## src/rtl/sme_record_feeder.sv

```systemverilog
// sme_record_feeder: upstream stage of the string-matching engine.
// Assembles string/pattern records from a valid/ready byte stream into a
// local buffer. Each record is replayed to the SME as one gap-free burst.
// After a pattern burst, input is held off until the SME reports a result.
// Optional feature: define SME_WDOG_EN to bound the wait for sme_valid with
// a WDOG_CYCLES watchdog that pulses err_timeout.
module sme_record_feeder #(
  parameter int MAX_STR     = 32,
  parameter int MAX_PAT     = 10,
  parameter int WDOG_CYCLES = 255
) (
  input  logic       clk,
  input  logic       reset,
  input  logic       in_valid,
  output logic       in_ready,
  input  logic [7:0] in_data,
  input  logic       in_is_pattern,
  input  logic       in_last,
  output logic [7:0] chardata,
  output logic       isstring,
  output logic       ispattern,
  input  logic       sme_valid,
  output logic       busy,
  output logic       err_overflow,
  output logic       err_seq,
  output logic       err_timeout
);

  typedef enum logic [1:0] {S_FILL, S_EMIT, S_WAIT} state_t;

  localparam int         AW      = $clog2(MAX_STR);
  localparam logic [5:0] STR_LIM = 6'(MAX_STR);
  localparam logic [5:0] PAT_LIM = 6'(MAX_PAT);

  state_t     state_q, state_d;
  logic [5:0] len_q, len_d;
  logic [5:0] rd_ptr_q, rd_ptr_d;
  logic       kind_q, kind_d;
  logic       ovf_q, ovf_d;
  logic       str_loaded_q, str_loaded_d;
  logic       in_ready_q, in_ready_d;
  logic [7:0] chardata_q, chardata_d;
  logic       isstring_q, isstring_d;
  logic       ispattern_q, ispattern_d;
  logic       busy_q, busy_d;
  logic       err_overflow_q, err_overflow_d;
  logic       err_seq_q, err_seq_d;

  logic [7:0]    mem_q [MAX_STR];
  logic          mem_we;
  logic [AW-1:0] nxt_idx;
  logic          accept;
  logic          cur_kind;
  logic [5:0]    limit;
  logic          has_room;

`ifdef SME_WDOG_EN
  localparam int WW = $clog2(WDOG_CYCLES + 1);
  logic [WW-1:0] wdog_q, wdog_d;
  logic          err_timeout_q, err_timeout_d;
`endif

  // Per-byte decode: record kind comes from the first byte only (len == 0).
  assign accept   = in_valid && in_ready_q;
  assign cur_kind = (len_q == 6'd0) ? in_is_pattern : kind_q;
  assign limit    = cur_kind ? PAT_LIM : STR_LIM;
  assign has_room = (len_q < limit);
  assign nxt_idx  = AW'(rd_ptr_q + 6'd1);

  // Next-state and next-output computation for the FILL/EMIT/WAIT sequencer.
  always_comb begin
    // NOTE: every variable gets a default here so no path leaves one unassigned, which would infer a latch.
    state_d        = state_q;
    len_d          = len_q;
    rd_ptr_d       = rd_ptr_q;
    kind_d         = kind_q;
    ovf_d          = ovf_q;
    str_loaded_d   = str_loaded_q;
    in_ready_d     = in_ready_q;
    chardata_d     = chardata_q;
    isstring_d     = 1'b0;
    ispattern_d    = 1'b0;
    busy_d         = busy_q;
    err_overflow_d = 1'b0;
    err_seq_d      = 1'b0;
    mem_we         = 1'b0;
`ifdef SME_WDOG_EN
    wdog_d         = wdog_q;
    err_timeout_d  = 1'b0;
`endif
    unique case (state_q)
      S_FILL: begin
        if (accept) begin
          kind_d = cur_kind;
          if (has_room) begin
            mem_we = 1'b1;
            len_d  = len_q + 6'd1;
          end else begin
            ovf_d = 1'b1;
          end
          if (in_last) begin
            err_overflow_d = ovf_q || !has_room;
            ovf_d          = 1'b0;
            if (cur_kind && !str_loaded_q) begin
              err_seq_d = 1'b1;
              len_d     = 6'd0;
            end else begin
              // First byte goes out on the very next cycle; a one-byte
              // record has not reached the buffer yet, so bypass it.
              state_d     = S_EMIT;
              rd_ptr_d    = 6'd0;
              in_ready_d  = 1'b0;
              busy_d      = 1'b1;
              chardata_d  = (len_q == 6'd0) ? in_data : mem_q[0];
              isstring_d  = !cur_kind;
              ispattern_d = cur_kind;
            end
          end
        end
      end
      S_EMIT: begin
        if (rd_ptr_q == len_q - 6'd1) begin
          len_d = 6'd0;
          if (kind_q) begin
            state_d = S_WAIT;
`ifdef SME_WDOG_EN
            wdog_d  = '0;
`endif
          end else begin
            state_d      = S_FILL;
            str_loaded_d = 1'b1;
            in_ready_d   = 1'b1;
            busy_d       = 1'b0;
          end
        end else begin
          rd_ptr_d    = rd_ptr_q + 6'd1;
          chardata_d  = mem_q[nxt_idx];
          isstring_d  = !kind_q;
          ispattern_d = kind_q;
        end
      end
      S_WAIT: begin
        if (sme_valid) begin
          state_d    = S_FILL;
          in_ready_d = 1'b1;
          busy_d     = 1'b0;
        end
`ifdef SME_WDOG_EN
        else if (wdog_q == WW'(WDOG_CYCLES - 1)) begin
          state_d       = S_FILL;
          in_ready_d    = 1'b1;
          busy_d        = 1'b0;
          str_loaded_d  = 1'b0;
          err_timeout_d = 1'b1;
        end else begin
          wdog_d = wdog_q + WW'(1);
        end
`endif
      end
      default: begin
        state_d    = S_FILL;
        in_ready_d = 1'b1;
        busy_d     = 1'b0;
      end
    endcase
  end

  // State and registered outputs; asynchronous active-high reset.
  always_ff @(posedge clk or posedge reset) begin
    if (reset) begin
      state_q        <= S_FILL;
      len_q          <= 6'd0;
      rd_ptr_q       <= 6'd0;
      kind_q         <= 1'b0;
      ovf_q          <= 1'b0;
      str_loaded_q   <= 1'b0;
      in_ready_q     <= 1'b1;
      chardata_q     <= 8'd0;
      isstring_q     <= 1'b0;
      ispattern_q    <= 1'b0;
      busy_q         <= 1'b0;
      err_overflow_q <= 1'b0;
      err_seq_q      <= 1'b0;
`ifdef SME_WDOG_EN
      wdog_q         <= '0;
      err_timeout_q  <= 1'b0;
`endif
    end else begin
      // NOTE: sequential state uses non-blocking assignments so all flops update together from pre-edge values.
      state_q        <= state_d;
      len_q          <= len_d;
      rd_ptr_q       <= rd_ptr_d;
      kind_q         <= kind_d;
      ovf_q          <= ovf_d;
      str_loaded_q   <= str_loaded_d;
      in_ready_q     <= in_ready_d;
      chardata_q     <= chardata_d;
      isstring_q     <= isstring_d;
      ispattern_q    <= ispattern_d;
      busy_q         <= busy_d;
      err_overflow_q <= err_overflow_d;
      err_seq_q      <= err_seq_d;
`ifdef SME_WDOG_EN
      wdog_q         <= wdog_d;
      err_timeout_q  <= err_timeout_d;
`endif
    end
  end

  // Record buffer write port.
  always_ff @(posedge clk) begin
    // NOTE: the buffer has no reset; len gates every read, so stale contents are never observed.
    if (mem_we) mem_q[len_q[AW-1:0]] <= in_data;
  end

  assign in_ready     = in_ready_q;
  assign chardata     = chardata_q;
  assign isstring     = isstring_q;
  assign ispattern    = ispattern_q;
  assign busy         = busy_q;
  assign err_overflow = err_overflow_q;
  assign err_seq      = err_seq_q;
`ifdef SME_WDOG_EN
  assign err_timeout  = err_timeout_q;
`else
  assign err_timeout  = 1'b0;
`endif

endmodule

```

## config.mk

```make
export PLATFORM = sky130hd
export DESIGN_NAME = sme_record_feeder
export DESIGN_NICKNAME = d
export VERILOG_FILES = /design/src/rtl/sme_record_feeder.sv
export SDC_FILE = /design/constraint.sdc
export NUM_CORES = 1
export LEC_CHECK = 0
export CAP_MARGIN = 25
export CORE_MARGIN = 3
export CORE_UTILIZATION = 45
export DETAILED_ROUTE_END_ITERATION = 10
export PLACE_DENSITY = 0.58
export SLEW_MARGIN = 10
export SYNTH_ARGS = -nofsm -noshare
export SYNTH_HDL_FRONTEND = slang
export SYNTH_SLANG_ARGS = --single-unit
```

## constraint.sdc

```tcl
create_clock -name clk -period 5.8 [get_ports clk]
set_clock_uncertainty 0.2 [all_clocks]
set_input_delay 0.58 -clock clk [delete_from_list [all_inputs] [get_ports clk]]
set_output_delay 0.58 -clock clk [all_outputs]
set_load 0.01 [all_outputs]
```

; ---- Yosys cells after proc, flatten, opt, wreduce, memory -nomap -nowiden
; Memories as Yosys holds them, arrays and structs flattened.
; Cells that the tools add are included.
[totals]
reg_bits = 31
latch_bits = 0
ram_bits = 256
rom_bits = 0
inputBits = 14
output_inout_bits = 15
word_cells = 111
n_memories = 1
[mem_list]
columns = name, depth, width, rd, rd_ports_with_merged_regs, write_ports, line
row1 = mem_q, 32, 8, 2, 0, 1, 49  ; logic [7:0] mem_q [MAX_STR];
[classes]
add_sub_neg = 3
mul = 0
n_div = 0
magnitude_cmp = 1
n_eq_ne = 11
shifts = 0
mux = 64
bitwise_logic = 1
reduce_logical = 17
[ops]
columns = operator, count
row1 = $mux W6, 10
row2 = $mux W8, 5
row3 = $mux W1, 35
row4 = $pmux W6 S2, 2
row5 = $ne A2 B2 Y1 const B, 8
row6 = $pmux W8 S2, 1
row7 = $add A6 B1 Y6 const B, 2
row8 = $mux W2, 6
row9 = $reduce_and A5 Y1, 2
row10 = $reduce_and A3 Y1, 3
row11 = $eq A6 B6 Y1, 1
row12 = $logic_not A6 Y1, 1
row13 = $lt A6 B6 Y1, 1
row14 = $pmux W1 S3, 2
row15 = $pmux W2 S3, 1
row16 = $reduce_and A6 Y1, 1
row17 = $sub A6 B1 Y6 const B, 1
row18 = $logic_not A1 Y1, 4
row19 = $pmux W1 S2, 2
row20 = $eq A2 B1 Y1 const B, 1
row21 = $eq A2 B2 Y1 const B, 1
row22 = $logic_and A1 B1 Y1, 2
row23 = $logic_not A2 Y1, 1
row24 = $reduce_and A2 Y1, 1
row25 = other kinds (3), 3

; ---- Depth between registers and ports, before layout
; Gate-level depths: netlist of run 1.
[logic_depth]
word_depth = 9
ltp_mapped = 13
mapped_depth_nobuf = 13

; ---- Worst setup path after synthesis of run 1
; OpenSTA, ideal clock, no wires.
[synth_timing]
path_type = reg-to-reg
startpoint = register len_q[0]
endpoint = memory mem_q[15][0], enable pin
setup_time_ns = 0.370
t_arrival_ns = 3.356
required_ns = 5.230
path_slack_ns = 1.874
path_stages_with_launch = 13
n_path_buf = 0
synth_period_minus_slack_ns = 3.926
cell_sequence = dfrtp_1 > inv_1 > ha_1 > nor2b_1 > nand2_1 > a21boi_1 > inv_1 > ha_1 > nand3_1 > o21bai_1 > a31oi_1 > nand3_1 > nor2_1
[synth_via]
elab_chain_cells = 9
[synth_rtl]
columns = element, line
row1 = from (decl), 36  ; logic [5:0] len_q, len_d;
row2 = from (signal assigned), 191  ; len_q <= len_d;
row3 = $logic_not A6 Y1, 65  ; assign cur_kind = (len_q == 6'd0) ? in_is_pattern : kind_q;
row4 = $mux W1, 65
row5 = $mux W6, 66  ; assign limit = cur_kind ? PAT_LIM : STR_LIM;
row6 = $lt A6 B6 Y1, 67  ; assign has_room = (len_q < limit);
row7 = $mux W1, 95  ; if (has_room) begin
row8 = $mux W1, 93  ; if (accept) begin
row9 = $mux W1, 91  ; unique case (state_q)
row10 = $mux W1, 213  ; if (mem_we) mem_q[len_q[AW-1:0]] <= in_data;
row11 = $mux W1 (not written as such), 213
row12 = to (decl), 49
; Several ways; a longest one is shown, not always the timed one.

; ---- Final worst setup path of run 1
[layout_timing]
startpoint = register len_q[0]
endpoint = memory mem_q[30][0], enable pin
; The elaborated chain is that of the path after synthesis.

==> impl_table.tex, run 1 <==
\begin{tabular}{lr}
\hline
Metric & Value \\
\hline
\multicolumn{2}{l}{\textbf{Yosys}} \\
\quad Most used flip-flop cell after synthesis & sky130\_fd\_sc\_hd\_\_edfxtp\_1 \\
\quad Share of the synthesized area in the top cell type & 0.647 \\
\quad Number of cells produced by synthesis & 800 \\
\quad Cell taking the most area after synthesis & sky130\_fd\_sc\_hd\_\_edfxtp\_1 \\
\quad Total standard cell area after synthesis & 11900 µm² \\
\quad Cell types with the largest area share after synthesis & sky130\_fd\_sc\_hd\_\_edfxtp\_1 65\%, sky130\_fd\_sc\_hd\_\_dfrtp\_1 6.3\%, sky130\_fd\_sc\_hd\_\_mux2i\_1 4.5\%, sky130\_fd\_sc\_hd\_\_mux4\_2 3.8\%, sky130\_fd\_sc\_hd\_\_nand2\_1 3.8\% \\
\quad Yosys warning count & 0 \\
\quad Async SR Flop Fraction & 0.108 \\
\quad Average instance area after synthesis & 14.9 µm² \\
\quad EDFF count, synth & 256 \\
\quad Seq cells post-synth & 287 \\
\quad Sequential-to-total area share from yosys stat & 0.712 \\
\quad Unique cell type count in the Yosys netlist & 60 \\
\quad Post-Syn Nets & 821 \\
\multicolumn{2}{l}{\textbf{Finish}} \\
\quad Synth-to-Final Area Change & 14.5\% \\
\quad Count of nets after finishing & 856 \\
\quad Proportion of layout cells with a drive suffix above 1 & 0.122 \\
\quad Number of filler cells placed in the layout & 2070 \\
\quad Area of combinational cells with multiple inputs & 3210 µm² \\
\quad Most used cells in the layout excluding fill and tap cells & 256 x sky130\_fd\_sc\_hd\_\_edfxtp\_1, 119 x sky130\_fd\_sc\_hd\_\_nand2\_1, 54 x sky130\_fd\_sc\_hd\_\_mux2i\_1 \\
\quad Final core utilization & 0.533 \\
\quad Post-route cell area & 13600 µm² \\
\quad Diodes inserted & 0 \\
\quad Final std cells w/o fill & 1188 \\
\quad Area taken by flip-flops and latches & 8460 µm² \\
\quad Most common cell after layout, fill and taps aside & sky130\_fd\_sc\_hd\_\_edfxtp\_1 \\
\multicolumn{2}{l}{\textbf{STA}} \\
\quad Final worst path period need & 4830 ps \\
\quad Max-slew violation total from the final report & 0 \\
\quad Upper clock frequency limit & 207 MHz \\
\quad Worst slew pin tran & 967 ps \\
\quad Unrepaired setup endpoints after global routing & false \\
\quad Final cycle utilization of the critical path & 0.834 \\
\quad Worst hold margin & 146 ps \\
\quad Slew headroom & 0.353 \\
\quad Final count of hold timing violations & 0 \\
\quad Number of setup violations in the final report & 0 \\
\quad Total Negative Setup Slacks & 0 ps \\
\multicolumn{2}{l}{\textbf{Run}} \\
\quad Total of max-cap violations & 0 \\
\multicolumn{2}{l}{\textbf{Floorplan}} \\
\quad Core region area & 25500 µm² \\
\quad Die Span Y & 169 µm \\
\quad Overall die area & 28400 µm² \\
\quad Number of ports placed on the die boundary & 29 \\
\quad Number of cell rows & 58 \\
\quad Horiz. Die Dim & 169 µm \\
\quad Starting density of the core & 0.465 \\
\multicolumn{2}{l}{\textbf{Setup path}} \\
\quad Category of the critical setup timing path & reg -> reg \\
\quad Total buffers and inverters traversed by the critical path & 3 \\
\quad Worst Path Arrival & 4810 ps \\
\quad CP cell instances & inv\_1, ha\_1, nor2b\_1, nand2\_1, a21boi\_1, inv\_1, ha\_1, nand3\_1, o21bai\_1, a31oi\_1, buf\_4, nand4\_1, nor2\_1 \\
\quad Crit-path slowest cell & sky130\_fd\_sc\_hd\_\_nor2\_1 \\
\quad Type of element launching the critical path & register \\
\quad Largest incremental delay on the critical path & 750 ps \\
\quad Data required time of the worst path & 5770 ps \\
\quad Reg-to-reg startpoint & len\_q[0] \\
\quad Beginning of the critical path & len\_q[0] \\
\quad Crit-path leading delay family & simple AND/OR/NAND/NOR gates \\
\quad Critical path peak fanout & 9 \\
\quad Worst Setup End Kind & register \\
\multicolumn{2}{l}{\textbf{Clock tree}} \\
\quad Number of hold buffers added after CTS & 0 \\
\quad Total of cells resized after clock tree synthesis & 0 \\
\quad CTS H-tree depth & 1 \\
\quad Clock sink total & 287 \\
\quad Clock-pin slew on the worst setup and hold paths & 60 ps \\
\quad Max Buffers Root-to-Sink & 3 \\
\quad Clock latency of the later-clocked register in the worst-skew pair & 550 ps \\
\quad Inserted Clock Buffers & 29 \\
\quad Number of setup buffers added after CTS & 0 \\
\quad Clock Tree Root & sky130\_fd\_sc\_hd\_\_clkbuf\_16 \\
\quad Clock tree from TritonCTS & built \\
\multicolumn{2}{l}{\textbf{GRT}} \\
\quad Leftover overflow at the end of global routing & 0 \\
\quad Vias in the first global route & 7038 \\
\quad Wire length of the first global-routing pass & 44200 µm \\
\quad Overall fraction of global-route tracks in use & 0.210 \\
\quad Antenna violations before repair & 0 \\
\quad Largest net degree at the start of global routing & 108 \\
\multicolumn{2}{l}{\textbf{Placement}} \\
\quad Placed cell areas & 12600 µm² \\
\quad DPL Wire Length & 19500 µm \\
\quad Count of placed standard cells including taps & 1133 \\
\quad Routability congestion estimate from global placement & 0.919 \\
\quad Number of buffers added on ports & 27 \\
\multicolumn{2}{l}{\textbf{Power and ir drop}} \\
\quad Power density over cell area & 517 nW/µm² \\
\quad Max rail drop VDD & 1120 µV \\
\quad Static Leak & 0.00458 µW \\
\multicolumn{2}{l}{\textbf{Route}} \\
\quad Average wire per cell in the routed design & 25.4 µm \\
\quad Number of optimization iterations in the first detailed-route pass & 5 \\
\quad Detailed Route WL & 30200 µm \\
\quad Routed Antenna Nets & 0 \\
\quad Via count & 7107 \\
\quad DRT iter0 DRCs & 792 \\
\quad Mean number of vias per cell & 5.98 \\
\quad Final routed DRC violation total & 0 \\
\multicolumn{2}{l}{\textbf{Min path}} \\
\quad Class of the worst hold path & in -> async \\
\multicolumn{2}{l}{\textbf{Status}} \\
\quad Run status & completed \\
\hline
\end{tabular}
-- sequential cells by signal, indices dropped and copies added (netlist names) --
register,flops
err_seq,1
busy,1
chardata,8
isstring,1
len_q,6
ovf_q,1
rd_ptr_q,6
kind_q,1
mem_q,256
in_ready,1
str_loaded_q,1
err_overflow,1
state_q,2
ispattern,1
-- kinds of logic (layout without fill, tap and decap cells) --
logic type	Yosys count	in the layout	synth area share
other cells	1	1	0.000315
flops	287	287	0.712
compound gates	109	109	0.0701
mux	76	76	0.0853
simple gates	249	249	0.0936
buf+inv	56	114	0.0201
fa+ha+maj	8	8	0.00821
xor+xnor	14	14	0.0103
-- final timing paths --
| check | end | slack (ps) | cells past startpoint |
|---|---|---|---|
| max | mem_q[30][0] | 970 | 13 |
| min | chardata[6] | 150 | 2 |
| max reg2reg | mem_q[30][0] | 970 | 13 |
| min reg2reg | busy | 280 | 1 |
| max in group asynchronous | in_ready | 4550 | 3 |
| min in group clk | busy | 280 | 1 |
-- layer usage --
layer / part of all wire / vias up / track usage / wire length [µm]
met2: 0.46 / 321 / 0.322 / 13900
met3: 0.073 / 60 / 0.0381 / 2200
met1: 0.44 / 3566 / 0.306 / 13100
met4: 0.030 / 0 / 0.0729 / 914
met5: 0 / - / 0 / 0
li1: - / 3160 / - / -
-- cell usage after synthesis (2+ instances only) --
cell type / n
sky130_fd_sc_hd__edfxtp_1: 256
sky130_fd_sc_hd__nand2_1: 119
sky130_fd_sc_hd__mux2i_1: 54
sky130_fd_sc_hd__nor2_1: 48
sky130_fd_sc_hd__a32oi_1: 36
sky130_fd_sc_hd__dfrtp_1: 30
sky130_fd_sc_hd__nand3_1: 27
sky130_fd_sc_hd__clkbuf_1: 25
sky130_fd_sc_hd__mux4_2: 20
sky130_fd_sc_hd__a31oi_1: 16
sky130_fd_sc_hd__buf_2: 14
sky130_fd_sc_hd__nor3_1: 12
sky130_fd_sc_hd__o22ai_1: 10
sky130_fd_sc_hd__and3_1: 9
sky130_fd_sc_hd__inv_1: 9
sky130_fd_sc_hd__xnor2_1: 9
sky130_fd_sc_hd__a41oi_1: 7
sky130_fd_sc_hd__ha_1: 7
sky130_fd_sc_hd__nand4_1: 7
sky130_fd_sc_hd__nor2b_1: 7
sky130_fd_sc_hd__a21oi_1: 6
sky130_fd_sc_hd__buf_1: 6
sky130_fd_sc_hd__o211ai_1: 5
sky130_fd_sc_hd__xor2_1: 5
sky130_fd_sc_hd__nand3b_1: 4
sky130_fd_sc_hd__o21ai_0: 4
sky130_fd_sc_hd__a22o_1: 3
sky130_fd_sc_hd__nand2b_1: 3
sky130_fd_sc_hd__a211oi_1: 2
sky130_fd_sc_hd__a21boi_0: 2
sky130_fd_sc_hd__a31o_2: 2
sky130_fd_sc_hd__a32o_1: 2
sky130_fd_sc_hd__and2_1: 2
sky130_fd_sc_hd__mux2_2: 2
sky130_fd_sc_hd__o21bai_1: 2
sky130_fd_sc_hd__o31ai_1: 2
sky130_fd_sc_hd__or3_1: 2
sky130_fd_sc_hd__or3b_2: 2
-- final cells by class --
type                    count  share of cell area
clock buffers              36              0.0567
clock inverters            18              0.0197
inverters                   9             0.00248
multi-input cells         457               0.236
flip-flops and latches    287               0.622
well taps                 330              0.0303
repair buffers             51              0.0332
-- report_power, final --
| part | internal, µW | switching (µW) | leakage [µW] |
|---|---|---|---|
| clock | 1250 | 758 | 0.000509 |
| sequential | 2380 | 122 | 0.00269 |
| combinational | 964 | 1560 | 0.00138 |
| total | 4590 | 2440 | 0.00458 |
-- through the flow --
step,setup slack (ps),power (µW)
4_1_cts,989,7030
2_1_floorplan,1870,4230
3_5_place_dp,1020,5030
6_report,965,7030
5_1_grt,591,7370
3_3_place_gp,1150,4980
No activity file was read; power rests on OpenSTA's default activity.
==> run 2: changes to the inputs <==
==> constraint.sdc (replaced) <==
create_clock -name clk -period 4.78 [get_ports clk]
set_clock_uncertainty 0.2 [all_clocks]
set_input_delay 0.478 -clock clk [delete_from_list [all_inputs] [get_ports clk]]
set_output_delay 0.478 -clock clk [all_outputs]
set_load 0.01 [all_outputs]
==> impl_table.tex, run 2 (synthesized netlist as in run 1, its figures left out) <==
\begin{tabular}{lr}
\hline
Metric & Value \\
\hline
\multicolumn{2}{l}{\textbf{Status}} \\
\quad Run status & completed \\
\multicolumn{2}{l}{\textbf{Power and ir drop}} \\
\quad Fraction of power consumed by sequential logic & 0.359 (+0.004) \\
\quad Power density over cell area & 621 nW/µm² (+20\%) \\
\quad Switching Power & 2980 µW (+22\%) \\
\quad Max rail drop VDD & 1490 µV (+34\%) \\
\quad Switch share & 0.352 (+0.00486) \\
\quad Gate power share & 0.361 (+0.002) \\
\quad Part of the total power dissipated in the clock network & 0.280 (-0.006) \\
\quad Int Power & 5480 µW (+19\%) \\
\quad Static Leak & 0.00458 µW (about the same) \\
\multicolumn{2}{l}{\textbf{Clock tree}} \\
\quad Number of setup buffers added after CTS & 0 (unchanged) \\
\quad Inserted Clock Buffers & 30 (+3.4\%) \\
\quad Clock-pin slew on the worst setup and hold paths & 60 ps (about the same) \\
\quad Max Buffers Root-to-Sink & 3 (unchanged) \\
\quad Clock tree from TritonCTS & built \\
\quad Clock sink total & 287 (unchanged) \\
\quad Total of cells resized after clock tree synthesis & 0 (unchanged) \\
\quad Clock latency of the later-clocked register in the worst-skew pair & 550 ps (about the same) \\
\quad Number of hold buffers added after CTS & 0 (unchanged) \\
\quad CTS H-tree depth & 1 (unchanged) \\
\quad Clock Tree Root & sky130\_fd\_sc\_hd\_\_clkbuf\_16 \\
\multicolumn{2}{l}{\textbf{Placement}} \\
\quad Count of placed standard cells including taps & 1136 (+0.26\%) \\
\quad DPL Wire Length & 19000 µm (-2.4\%) \\
\quad Routability congestion estimate from global placement & 0.948 (+3.2\%) \\
\quad Number of buffers added on ports & 27 (unchanged) \\
\multicolumn{2}{l}{\textbf{STA}} \\
\quad Total Negative Setup Slacks & 0 ps (unchanged) \\
\quad Unrepaired setup endpoints after global routing & false \\
\quad Slew headroom & 0.288 (-0.0650) \\
\quad Final count of hold timing violations & 0 (unchanged) \\
\quad Number of setup violations in the final report & 0 (unchanged) \\
\quad Worst slew pin tran & 1070 ps (+98.4 ps) \\
\quad Max-slew violation total from the final report & 0 (unchanged) \\
\quad Final worst path period need & 4120 ps (-713 ps) \\
\quad Upper clock frequency limit & 243 MHz (+17\%) \\
\quad Final cycle utilization of the critical path & 0.862 (+0.0287) \\
\multicolumn{2}{l}{\textbf{Route}} \\
\quad Mean number of vias per cell & 6.03 (+0.77\%) \\
\quad Via count & 7180 (+1.0\%) \\
\quad Final routed DRC violation total & 0 (unchanged) \\
\quad Detailed Route WL & 29800 µm (-1.1\%) \\
\quad DRT iter0 DRCs & 908 (+15\%) \\
\quad Number of optimization iterations in the first detailed-route pass & 6 (+1) \\
\quad Average wire per cell in the routed design & 25.1 µm (-1.4\%) \\
\quad Routed Antenna Nets & 0 (unchanged) \\
\multicolumn{2}{l}{\textbf{Min path}} \\
\quad Class of the worst hold path & in -> async \\
\multicolumn{2}{l}{\textbf{GRT}} \\
\quad Overall fraction of global-route tracks in use & 0.210 (-0.000278) \\
\quad Leftover overflow at the end of global routing & 0 (unchanged) \\
\quad Wire length of the first global-routing pass & 44500 µm (+0.72\%) \\
\quad Antenna violations before repair & 0 (unchanged) \\
\quad Largest net degree at the start of global routing & 108 (unchanged) \\
\quad Vias in the first global route & 7202 (+2.3\%) \\
\multicolumn{2}{l}{\textbf{Finish}} \\
\quad Proportion of layout cells with a drive suffix above 1 & 0.128 (+0.00538) \\
\quad Most common cell after layout, fill and taps aside & sky130\_fd\_sc\_hd\_\_edfxtp\_1 \\
\quad Most used cells in the layout excluding fill and tap cells & 256 x sky130\_fd\_sc\_hd\_\_edfxtp\_1, 119 x sky130\_fd\_sc\_hd\_\_nand2\_1, 54 x sky130\_fd\_sc\_hd\_\_mux2i\_1 \\
\quad Final std cells w/o fill & 1191 (+0.25\%) \\
\quad Count of nets after finishing & 859 (+0.35\%) \\
\quad Synth-to-Final Area Change & 14.4\% (about the same) \\
\quad Flip-flop count of the largest register after layout & 256 (unchanged) \\
\quad Number of filler cells placed in the layout & 2034 (-1.7\%) \\
\quad Diodes inserted & 0 (unchanged) \\
\multicolumn{2}{l}{\textbf{Floorplan}} \\
\quad Number of cell rows & 58 (unchanged) \\
\quad Core region area & 25500 µm² (unchanged) \\
\quad Number of ports placed on the die boundary & 29 (unchanged) \\
\quad Horiz. Die Dim & 169 µm (unchanged) \\
\quad Overall die area & 28400 µm² (unchanged) \\
\quad Starting density of the core & 0.465 (unchanged) \\
\quad Die Span Y & 169 µm (unchanged) \\
\multicolumn{2}{l}{\textbf{Run}} \\
\quad Total of max-cap violations & 0 (unchanged) \\
\multicolumn{2}{l}{\textbf{Setup path}} \\
\quad Cell count of the worst reg-to-reg path & 14 (+1) \\
\quad Reg-to-reg startpoint & len\_q[0] \\
\quad Largest incremental delay on the critical path & 550 ps (-200 ps) \\
\quad Worst Setup End Kind & register \\
\quad Worst Path Arrival & 4110 ps (-700 ps) \\
\quad Category of the critical setup timing path & reg -> reg \\
\quad Data required time of the worst path & 4760 ps (-1010 ps) \\
\quad RR Endpoint & mem\_q[13][1] \\
\quad Crit-path slowest cell & sky130\_fd\_sc\_hd\_\_nor2\_1 \\
\quad Critical path peak fanout & 8 (-1) \\
\quad Worst setup slack for register-to-register paths & 660 ps (-310 ps) \\
\quad CP cell instances & inv\_1, ha\_1, nor2b\_1, nand2\_1, a21boi\_1, buf\_4, inv\_1, ha\_1, nand3\_1, o21bai\_1, a31oi\_1, nand4\_1, buf\_4, nor2\_1 \\
\quad Type of element launching the critical path & register \\
\hline
\end{tabular}
==> run 2: layout make-up <==
cell class / instances / area, µm² / area share
flip-flops and latches: 287 / 8460 / 0.622
multi-input cells: 457 / 3210 / 0.236
clock buffers: 32 / 758 / 0.0557
repair buffers: 53 / 463 / 0.0340
well taps: 330 / 413 / 0.0304
clock inverters: 23 / 259 / 0.0190
inverters: 9 / 33.8 / 0.00248
==> run 2: power by group through the flow <==
stage | clock, µW | combinational (µW) | sequential [µW]
after floorplan | 0 | 2100 | 3030
after global placement | 0 | 2980 | 3070
after detailed placement | 0 | 3010 | 3080
after CTS | 2400 | 3020 | 3030
after global routing | 2510 | 3280 | 3050
final | 2360 | 3050 | 3030
==> run 2: worst max path at each step <==
stage	cells past startpoint	slack (ps)	end	start
6_report	14	660	mem_q[13][1]	len_q[0]
5_1_grt	14	370	mem_q[22][1]	len_q[0]
4_1_cts	14	720	mem_q[21][0]	len_q[0]
3_5_place_dp	14	730	mem_q[13][0]	len_q[0]
3_3_place_gp	14	920	mem_q[28][7]	len_q[0]
2_1_floorplan	12	850	mem_q[15][0]	len_q[0]
==> run 2: critical path, delay by kind of cell, from the launching register on <==
kind | cells | cell delay [ps]
DFF | 1 | 480
buffers and inverters | 4 | 660
AOI/OAI and AO/OA | 3 | 690
and+or+nand+nor | 5 | 1190
adders and majority gates | 2 | 530
==> run 2: per-stage QoR <==
| step | instance area (µm²) | utilization | power (µW) | setup WS, ps | hold WS [ps] |
|---|---|---|---|---|---|
| 2_1_floorplan | 11900 | - | 5140 | 854 | 263 |
| 3_3_place_gp | 12600 | 0.493 | 6050 | 917 | 267 |
| 3_5_place_dp | 12600 | 0.493 | 6100 | 734 | 280 |
| 4_1_cts | 13600 | 0.532 | 8450 | 723 | 126 |
| 5_1_grt | 13600 | 0.532 | 8840 | 374 | 168 |
| 6_report | 13600 | 0.532 | 8450 | 658 | 127 |
==> run 2: metal layers <==
layer | track usage | wire (µm)
met5 | 0 | 0
met4 | 0.0647 | 929
met3 | 0.0430 | 2610
met2 | 0.330 | 13700
met1 | 0.298 | 12600
